### src/rtl/ahb3lite_host_slave.sv
// rtl/ahb3lite_host_slave.sv - AHB3-lite slave bridging DATA/STATUS/COUNT registers to byte-wide host FIFOs
module ahb3lite_host_slave #(
    parameter int STALL_MAX = 255
) (
    input  logic        CLK,
    input  logic        RESETn,
    input  logic        HSEL,
    input  logic        HWRITE,
    input  logic [1:0]  HTRANS,
    input  logic [2:0]  HSIZE,
    input  logic [31:0] HADDR,
    input  logic [31:0] HWDATA,
    input  logic        HREADY,
    output logic        HREADYOUT,
    output logic        HRESP,
    output logic [31:0] HRDATA,
    output logic        RDEN,
    input  logic        RDEMPTY,
    input  logic [7:0]  RDDATA,
    output logic        WREN,
    input  logic        WRFULL,
    output logic [7:0]  WRDATA
);
    typedef enum logic [2:0] {IDLE, RD_POP, RD_DATA, WR_DATA, ERR1, ERR2} state_t;

    localparam logic [1:0] OFF_DATA   = 2'd0;
    localparam logic [1:0] OFF_STATUS = 2'd1;
    localparam logic [1:0] OFF_COUNT  = 2'd2;

    state_t      state, state_nxt;
    logic        dp_q;
    logic [1:0]  off_q;
    logic        write_q;
    logic        timeout;
    logic [7:0]  stall_cnt;
    logic [15:0] rx_cnt, tx_cnt;
    logic        take;
    logic        set_timeout, clr_timeout, clr_cnt;
    logic [8:0]  stall_inc;

    wire unused_ok = ^{HSIZE, HTRANS[0], HADDR[31:4], HWDATA[31:8]};

    always_ff @(posedge CLK or negedge RESETn) begin
        if (!RESETn) state <= IDLE;
        else         state <= state_nxt;
    end

    always_comb begin
        state_nxt   = state;
        HREADYOUT   = 1'b1;
        HRESP       = 1'b0;
        HRDATA      = 32'h0;
        RDEN        = 1'b0;
        WREN        = 1'b0;
        WRDATA      = 8'h0;
        set_timeout = 1'b0;
        clr_timeout = 1'b0;
        clr_cnt     = 1'b0;
        take        = 1'b0;
        stall_inc   = {1'b0, stall_cnt} + 9'd1;
        case (state)
            IDLE: begin
                // dp_q marks a zero-wait data phase of a register access
                if (dp_q) begin
                    if (write_q) begin
                        clr_timeout = (off_q == OFF_STATUS) && HWDATA[2];
                        clr_cnt     = (off_q == OFF_COUNT);
                    end else if (off_q == OFF_STATUS) begin
                        HRDATA = {29'h0, timeout, WRFULL, RDEMPTY};
                    end else if (off_q == OFF_COUNT) begin
                        HRDATA = {rx_cnt, tx_cnt};
                    end
                end
            end
            RD_POP: begin
                RDEN      = 1'b1;
                HREADYOUT = 1'b0;
                state_nxt = RD_DATA;
            end
            RD_DATA: HRDATA = {23'h0, 1'b1, RDDATA};
            WR_DATA: begin
                if (WRFULL) begin
                    HREADYOUT = 1'b0;
                    if (stall_inc == STALL_MAX[8:0]) begin
                        set_timeout = 1'b1;
                        state_nxt   = ERR1;
                    end
                end else begin
                    WREN   = 1'b1;
                    WRDATA = HWDATA[7:0];
                end
            end
            ERR1: begin
                HREADYOUT = 1'b0;
                HRESP     = 1'b1;
                state_nxt = ERR2;
            end
            ERR2: HRESP = 1'b1;
            default: state_nxt = IDLE;
        endcase

        // Any cycle completing a data phase may also carry the next address phase
        if (HREADYOUT) begin
            take      = HSEL & HTRANS[1] & HREADY;
            state_nxt = IDLE;
            if (take) begin
                if ((HADDR[1:0] != 2'b00) || (HADDR[3:2] == 2'd3))
                    state_nxt = ERR1;
                else if (HADDR[3:2] == OFF_DATA)
                    state_nxt = HWRITE ? WR_DATA : (RDEMPTY ? IDLE : RD_POP);
            end
        end
    end

    always_ff @(posedge CLK or negedge RESETn) begin
        if (!RESETn) begin
            dp_q      <= 1'b0;
            off_q     <= 2'd0;
            write_q   <= 1'b0;
            timeout   <= 1'b0;
            stall_cnt <= 8'd0;
            rx_cnt    <= 16'd0;
            tx_cnt    <= 16'd0;
        end else begin
            if (HREADYOUT) begin
                dp_q    <= take;
                off_q   <= HADDR[3:2];
                write_q <= HWRITE;
            end
            if (set_timeout)      timeout <= 1'b1;
            else if (clr_timeout) timeout <= 1'b0;
            stall_cnt <= (state == WR_DATA && WRFULL && !set_timeout) ? stall_inc[7:0] : 8'd0;
            if (clr_cnt) begin
                rx_cnt <= 16'd0;
                tx_cnt <= 16'd0;
            end else begin
                rx_cnt <= rx_cnt + {15'd0, RDEN};
                tx_cnt <= tx_cnt + {15'd0, WREN};
            end
        end
    end
endmodule

### config.mk
export PLATFORM = sky130hd
export DESIGN_NAME = ahb3lite_host_slave
export DESIGN_NICKNAME = d
export VERILOG_FILES = /design/src/rtl/ahb3lite_host_slave.sv
export SDC_FILE = /design/constraint.sdc
export NUM_CORES = 1
export LEC_CHECK = 0
export CELL_PAD_IN_SITES_DETAIL_PLACEMENT = 1
export CELL_PAD_IN_SITES_GLOBAL_PLACEMENT = 1
export CORE_MARGIN = 2
export CORE_UTILIZATION = 30
export CTS_CLUSTER_SIZE = 28
export DETAILED_ROUTE_END_ITERATION = 6
export PLACE_DENSITY_LB_ADDON = 0.1
export SLEW_MARGIN = 30
export SYNTH_ARGS = -nofsm -noshare
export SYNTH_HDL_FRONTEND = slang
export SYNTH_SLANG_ARGS = --single-unit
### constraint.sdc
create_clock -name CLK -period 2.5 [get_ports CLK]
set_input_delay 0.5 -clock CLK [delete_from_list [all_inputs] [get_ports CLK]]
set_output_delay 0.5 -clock CLK [all_outputs]
set_load 0.01 [all_outputs]
==> flow_results.org, run 1 <==
** Run status
- Outcome :: finished clean

** Timing
- The worst pin sits at a relative slew slack of 58.2%.
- Hold violation total from the final report :: 0
- Setup violations remaining at the end of the flow were counted as 0.
- Timing would allow up to 404 MHz.
- In the post-route analysis, the smallest setup slack over all paths is 0.0258 ns.
- Summed over all failing endpoints, the final setup total negative slack is 0 ns.
- The clock period could shrink to 2.47 ns.
- Of the available clock period, the critical path in the final layout requires 99.0%.
- Max-slew violations :: 0
- Between clock sinks in the finished design, the worst skew comes to 0.0132 ns.
- Transition at the pin with the smallest max-transition slack :: 0.628 ns

** Detailed routing
- Vias/cell :: 4.87
- Count of unresolved DRC violations after routing :: 0
- The first TritonRoute pass finished after 3 iterations.
- Via count :: 2,412
- Post-route antenna net violation count :: 0
- Average detailed-routed wire length per instance :: 14.6 µm
- Post-Route WL :: 7.24 mm
- For this block, the initial DRC count from the detailed router was 79.

** Hold path
- HP Class :: primary input to asynchronous set/reset pin

** Clock network
- In this run, CTS created clock tree buffers numbering 5.
- Later-pin clock latency in the skew report :: 0.30 ns
- H-tree levels :: 2
- Clk sink count :: 48
- TritonCTS built the clock tree.
- Clock root buffer master :: sky130_fd_sc_hd__clkbuf_8
- Worst-path clk slew :: 0.10 ns
- No sink is reached through more buffers than the 2 on the longest clock path.

** Yosys
- Most common cell in the synthesized netlist :: sky130_fd_sc_hd__dfrtp_1
- The cell count after synthesis came out at 290.
- Distinct cell type count after synthesis :: 44
- Number of warnings printed during yosys synthesis :: 0
- The mapped netlist covers 2730 µm².
- Synthesis inferred 48 register bits.
- Portion of synthesized cell area occupied by the leading cell type :: 44.0%
- Summing the sequential cell areas from Yosys gives 44.0% of the chip area.
- Number of synthesized flops with an enable pin :: 0
- Post-Syn Area per Cell :: 9.41 µm²
- Ranking of synthesized cells by area :: sky130_fd_sc_hd__dfrtp_1 44%, sky130_fd_sc_hd__and2_1 8.9%, sky130_fd_sc_hd__nor2_1 4.3%, sky130_fd_sc_hd__xor2_1 4.2%, sky130_fd_sc_hd__xnor2_1 3.5%
- Asr flop ratio synth :: 100%
- By count the netlist is led by 48 x sky130_fd_sc_hd__dfrtp_1, 39 x sky130_fd_sc_hd__and2_1, 31 x sky130_fd_sc_hd__nor2_1, 19 x sky130_fd_sc_hd__nand2_1, 17 x sky130_fd_sc_hd__nand3_1.
- Largest area contributor in the netlist :: sky130_fd_sc_hd__dfrtp_1
- In the synthesized netlist the dominant register cell turns out to be sky130_fd_sc_hd__dfrtp_1.
- Post-Synthesis Net Count :: 380

** Floorplanning
- The total area inside the core boundary comes to 8760 µm².
- I/O pin count :: 128
- Initial Util :: 31.1%
- The floorplan step defined a die boundary enclosing 9870 µm².
- In this run the core area contains 34 standard-cell rows.
- The die is 99.4 µm wide.
- In this run the vertical extent of the chip is 99.4 µm.

** Global route
- GR Util All Layers :: 15.5%
- Largest net degree at the start of global routing :: 49
- Vias in the first global route :: 2,547
- First-pass GRT wire length :: 12.4 mm
- Summed over all layers, the global routing overflow is 0.
- Number of antenna violations at the first check in global routing :: 0

** Layout
- Final instance area :: 3780 µm²
- Layout-stage area growth over the synthesis result :: 38.7%
- At the end of the flow, the number of nets in the layout was 476.
- Final non-filler cell total :: 495
- 0 antenna diodes ended up in the layout.
- Share of layout cells above drive strength 1 :: 17.6%

** Critical path
- Largest fanout of any net on the critical path :: 2
- STA puts the critical path data arrival time at 1.97 ns.
- Endpoint kind of the worst setup timing path :: primary output
- The critical path in this run is classified as primary input to primary output.
- Category of the worst setup path launch point :: primary input
- Endpoint required time on the critical path :: 2.00 ns
- The number of cells on the worst reg-to-reg path is 10.

** Place
- OpenSTA, run right after detailed placement, puts the worst setup slack at -0.230 ns.
- Routability Congestion :: 0.769
- Placed Instance Area :: 3690 µm²
- HPWL Detailed :: 5.26 mm
- The count of buffers added on input and output ports is 71.
- Inst Count DP :: 482

** Power and ir drop
- The completed layout was analyzed and its total power is 2270 µW.
- Cell area power density :: 600 nW/µm²
- In this run the static leakage power is 0.00178 µW.
- Maximum ir drop on the vdd rail :: 0.475 mV

** Run
- Max-cap violation count :: 0
-- sequential cells by signal (all words and copies together), names as in the netlist --
name / cells
rx_cnt: 16
tx_cnt: 16
stall_cnt: 8
state: 3
off_q: 2
dp_q: 1
timeout: 1
write_q: 1
-- report_power, final --
| group | total, µW | internal (µW) | leakage, µW | switching [µW] |
|---|---|---|---|---|
| clock | 568 | 298 | 0.0000552 | 270 |
| sequential | 981 | 876 | 0.000652 | 105 |
| combinational | 720 | 390 | 0.00107 | 330 |
| total | 2270 | 1560 | 0.00178 | 706 |
-- worst paths after layout --
path                          start    endpoint  slack, ns
hold reg to reg             timeout     timeout       0.51
setup reg to reg           state[2]  tx_cnt[14]       0.17
max in group asynchronous    RESETn   tx_cnt[0]       1.78
setup / recovery             WRFULL   HREADYOUT       0.03
hold / removal               RESETn   rx_cnt[5]       0.29
min in group CLK            timeout     timeout       0.51
-- layout make-up --
type	instances	area (µm²)
timing repair buffer	97	825
sequential	48	1200
clock buffer	6	72.6
inverter	6	22.5
clock inverter	2	35.0
tap	108	135
multi-input combinational	228	1490
fill	1045	4980
-- through the flow --
stage / hold WS [ns] / util (%)
after floorplan: 0.204 / -
after global placement: 0.488 / 42.1
after detailed placement: 0.492 / 42.1
after CTS: 0.319 / 43.1
after global routing: 0.336 / 43.2
final: 0.290 / 43.2
-- per-layer routing --
metal,vias to the layer above,track usage [%],routed length (µm)
met5,-,0,0
met4,0,3.16,62
met3,6,2.67,251
met2,42,27.0,3590
met1,1169,20.4,3340
li1,1195,-,-
-- layout by cell type, fill, tap and decap left out, types with 3 or more instances in the layout --
cell type,netlist,routed
sky130_fd_sc_hd__inv_1,6,6
sky130_fd_sc_hd__clkbuf_8,0,5
sky130_fd_sc_hd__nor3_1,3,3
sky130_fd_sc_hd__nand3_1,17,16
sky130_fd_sc_hd__a22oi_1,4,4
sky130_fd_sc_hd__o21ai_0,10,10
sky130_fd_sc_hd__nor2_1,31,29
sky130_fd_sc_hd__and2_1,39,37
sky130_fd_sc_hd__or3_1,3,3
sky130_fd_sc_hd__nor2b_1,8,7
sky130_fd_sc_hd__xor2_1,13,13
sky130_fd_sc_hd__clkdlybuf4s50_1,0,30
sky130_fd_sc_hd__dfrtp_1,48,48
sky130_fd_sc_hd__mux2_2,3,3
sky130_fd_sc_hd__or4_1,5,5
sky130_fd_sc_hd__ha_1,6,4
sky130_fd_sc_hd__nand4_1,9,9
sky130_fd_sc_hd__a21oi_1,9,9
sky130_fd_sc_hd__xnor2_1,11,11
sky130_fd_sc_hd__clkdlybuf4s15_1,0,3
sky130_fd_sc_hd__nand2b_1,3,3
sky130_fd_sc_hd__nand2_1,19,19
sky130_fd_sc_hd__and3_1,5,5
sky130_fd_sc_hd__buf_4,1,24
sky130_fd_sc_hd__a22o_1,6,6
sky130_fd_sc_hd__buf_2,3,14
sky130_fd_sc_hd__dlygate4sd2_1,0,23
-- worst max-delay path, cell delays in order --
cell                              delay [ns]
sky130_fd_sc_hd__clkdlybuf4s50_1        0.41
sky130_fd_sc_hd__nand2b_1               0.19
sky130_fd_sc_hd__buf_4                  0.15
sky130_fd_sc_hd__a22oi_2                0.16
sky130_fd_sc_hd__clkdlybuf4s50_1        0.57
-- repair_timing --
action	CTS	global route
gates cloned	1	0
hold buffers	0	0
gates resized for setup	86	11
pin swaps	2	1
setup buffers	4	1
setup endpoints to repair	41	37
-- logic make-up after synthesis --
kind of cell,Yosys count,share of synthesized area (%)
adder cells (fa/ha/maj),6,2.75
XOR/XNOR,24,7.71
AND/OR/NAND/NOR,155,31.9
AO/OA/AOI/OAI,39,9.45
flip-flops,48,44.0
buffers and inverters,14,2.52
multiplexers,4,1.61
(Power assumes the default switching activity.)
==> run 2, diff against run 1 <==
Settings changed: SKIP_CTS_REPAIR_TIMING set to 1.
==> flow_results.org, run 2 (same netlist as run 1, synthesis figures left out) <==
** Detailed routing
- The total iterations of the first detailed-routing run was 3 (unchanged).
- Via count :: 2,427 (+0.62%)
- Count of unresolved DRC violations after routing :: 0 (unchanged)
- Met3 wire length :: 252 µm (+0.40%)
- The routed length on met1 came to 3.38 mm (+1.2%).
- Post-Route WL :: 7.32 mm (+1.1%)
- The via-per-instance ratio is 4.91 (+0.83%).
- Drt initial violations :: 48 (-39%)
- Average detailed-routed wire length per instance :: 14.8 µm (+1.3%)
- The routed length on met2 is 3.63 mm (+1.1%).
- Post-route antenna net violation count :: 0 (unchanged)
- The detailed router used layers up to and including met4.

** Critical path
- STA classifies the critical path startpoint as a primary input.
- The critical path goes through clkdlybuf4s50_1 -> nand2b_1 -> buf_4 -> a22oi_2 -> clkdlybuf4s50_1.
- In this design, the largest share of critical-path delay is due to buffers and inverters.
- The delay contributed by the slowest stage of the critical path is 0.57 ns (about the same).
- In this run the critical register-to-register path is launched from state[2].
- Endpoint required time on the critical path :: 2.00 ns (about the same)
- Endpoint kind of the worst setup timing path :: primary output
- The signal arrival time at the worst endpoint was 1.97 ns (about the same).
- Type of the setup path with the least slack :: primary input to primary output
- Among all stages on the critical path, the largest delay is contributed by sky130_fd_sc_hd__clkdlybuf4s50_1.
- Largest fanout of any net on the critical path :: 2 (unchanged)
- The number of cells traversed by the worst register-to-register path was 10 (unchanged).
- The worst setup slack for register-to-register paths was 0.14 ns (-0.03 ns).
- RR Endpoint :: tx_cnt[14]
- The buffers plus inverters on the worst setup path came to 3 (unchanged).
- Library cell appearing most often on the critical path :: sky130_fd_sc_hd__clkdlybuf4s50_1

** Timing
- Normalized max-slew margin :: 58.1% (about the same)
- The count of endpoints failing hold in the final timing report is 0 (unchanged).
- The final worst-path setup slack came to 0.0285 ns (+0.00270 ns).
- Final period util :: 98.9% (-0.11 points)
- Layout Skew :: 0.0173 ns (+0.00409 ns)
- Min Tclk post-route :: 2.47 ns (-0.00270 ns)
- TNS Setup :: 0 ns (unchanged)
- The number of pins with negative max-slew slack in the final report is 0 (unchanged).
- Highest Clock Rate :: 405 MHz (+0.11%)
- Transition at the pin with the smallest max-transition slack :: 0.628 ns (+0.000718 ns)
- Total setup violations reported at the end of the flow :: 0 (unchanged)

** Global route
- The initial antenna violation count is 0 (unchanged).
- First-pass GRT wire length :: 12.0 mm (-2.7%)
- The number of global-route vias before repair is 2,493 (-2.1%).
- Largest net degree at the start of global routing :: 49 (unchanged)
- The total global routing track utilization was 15.0% (-0.47 points).
- The remaining global-route overflow came to 0 (unchanged).

** Power and ir drop
- The fraction of power consumed by the clock network came to 25.0% (about the same).
- Cell area power density :: 574 nW/µm² (-4.3%)
- The fraction of power spent switching nets came to 31.0% (-0.16 points).
- Static Leakage :: 0.00238 µW (+33%)
- The net switching power of the design came to 707 µW (+0.19%).
- Sequential cell fraction of total power :: 42.8% (-0.4 points)
- The internal power component came to 1580 µW (+0.96%).
- Maximum ir drop on the vdd rail :: 0.468 mV (-1.5%)
- Combinational fraction of design power :: 32.1% (+0.4 points)

** Clock network
- The number of buffers on the longest clock path was 2 (unchanged).
- Worst-path clk slew :: 0.10 ns (about the same)
- Clk sink count :: 48 (unchanged)
- Clock root buffer master :: sky130_fd_sc_hd__clkbuf_8
- Later-pin clock latency in the skew report :: 0.31 ns (about the same)
- TritonCTS clock tree :: done
- The H-tree depth was 2 (unchanged).
- The number of buffers added by the clock tree synthesis step came to 5 (unchanged).

** Layout
- The count of filler cells inserted in the layout was 999 (-4.4%).
- The share of cells above drive strength 1 is 13.2% (-4.4 points).
- The total inserted antenna cells came to 0 (unchanged).
- Layout-stage area growth over the synthesis result :: 45.9%
- The multi-input logic area was 1490 µm² (-0.34%).
- Register Area :: 1200 µm² (unchanged)
- The core utilization of the finished layout came to 45.4% (+2.3 points).
- Most frequent cells in the layout :: 48 x sky130_fd_sc_hd__dfrtp_1, 40 x sky130_fd_sc_hd__dlymetal6s2s_1, 39 x sky130_fd_sc_hd__and2_1, 30 x sky130_fd_sc_hd__clkdlybuf4s50_1, 29 x sky130_fd_sc_hd__nor2_1
- The number of nets in the final layout came to 475 (-0.21%).
- Leaving out fill and tap cells, the most frequent cell in the layout is sky130_fd_sc_hd__dfrtp_1.
- The final instance count without filler cells was 494 (-0.20%).
- Largest registers :: rx_cnt x16, tx_cnt x16, stall_cnt x8
- Final instance area :: 3980 µm² (+5.2%)

** Floorplanning
- The core area was 8760 µm² (unchanged).
- Number of core rows :: 34 (unchanged)
- The height of the die is 99.4 µm (unchanged).
- The floorplan die area was 9870 µm² (unchanged).
- Die width :: 99.4 µm (unchanged)
- Initial Util :: 31.1% (unchanged)
- The I/O pin total came to 128 (unchanged).

** Run
- The max-capacitance violation count came to 0 (unchanged).

** Place
- The cell area reported after detailed placement is 3690 µm² (unchanged).
- The number of port buffers is 71 (unchanged).
- The final HPWL from detailed placement was 5.26 mm (unchanged).
- The weighted congestion reported at the end of routability-driven placement is 0.769 (unchanged).
- The setup slack after placement came to -0.230 ns (unchanged).
- The total placed cells including tap cells was 482 (unchanged).

** Run status
- The flow ran to the end, and the final reports show no timing, DRC or antenna violations.

** Hold path
- HP Class :: primary input to asynchronous set/reset pin
==> run 2: cell count changes in the layout (fill, tap and decap cells not counted) <==
| cell | before | now |
|---|---|---|
| sky130_fd_sc_hd__dlymetal6s2s_1 | 0 | 40 |
| sky130_fd_sc_hd__buf_4 | 24 | 22 |
| sky130_fd_sc_hd__dlygate4sd2_1 | 23 | 0 |
| sky130_fd_sc_hd__and2_1 | 37 | 39 |
| sky130_fd_sc_hd__buf_6 | 2 | 1 |
| sky130_fd_sc_hd__and2_4 | 2 | 0 |
| sky130_fd_sc_hd__clkbuf_16 | 0 | 1 |
| sky130_fd_sc_hd__clkdlybuf4s15_1 | 3 | 0 |
| sky130_fd_sc_hd__buf_2 | 14 | 1 |
==> run 2: power by group through the flow <==
stage | logic [µW] | clock network (µW) | registers (µW)
after floorplan | 367 | 0 | 968
after global placement | 708 | 0 | 991
after detailed placement | 718 | 0 | 998
after CTS | 725 | 587 | 982
after global routing | 811 | 621 | 996
final | 735 | 571 | 979
==> run 2: metal layers <==
metal	track usage (%)	vias up
li1	-	1194
met1	19.9	1185
met2	25.8	42
met3	2.67	6
met4	3.16	0
met5	0	-
==> run 2: area by class of cell <==
type,count,area share [%]
Clock buffer,6,1.82
Clock inverter,2,0.880
Inverter,6,0.566
Multi-Input combinational cell,228,37.3
Sequential cell,48,30.2
Tap cell,108,3.40
Timing Repair Buffer,96,25.8
==> run 2: worst max-delay path by stage <==
stage               startpoint  cells past startpoint         end
finish                  WRFULL                      5   HREADYOUT
floorplan               WRFULL                      8  tx_cnt[12]
global route            WRFULL                     10  tx_cnt[14]
detailed placement      WRFULL                      9  tx_cnt[14]
CTS                   state[0]                      6   HRDATA[7]
global placement        WRFULL                      6   WRDATA[2]
==> run 2: metrics by stage <==
stage	hold WS, ns	power [µW]
6_report	0.284	2290
5_1_grt	0.336	2430
4_1_cts	0.319	2290
3_5_place_dp	0.492	1720
3_3_place_gp	0.488	1700
2_1_floorplan	0.204	1330
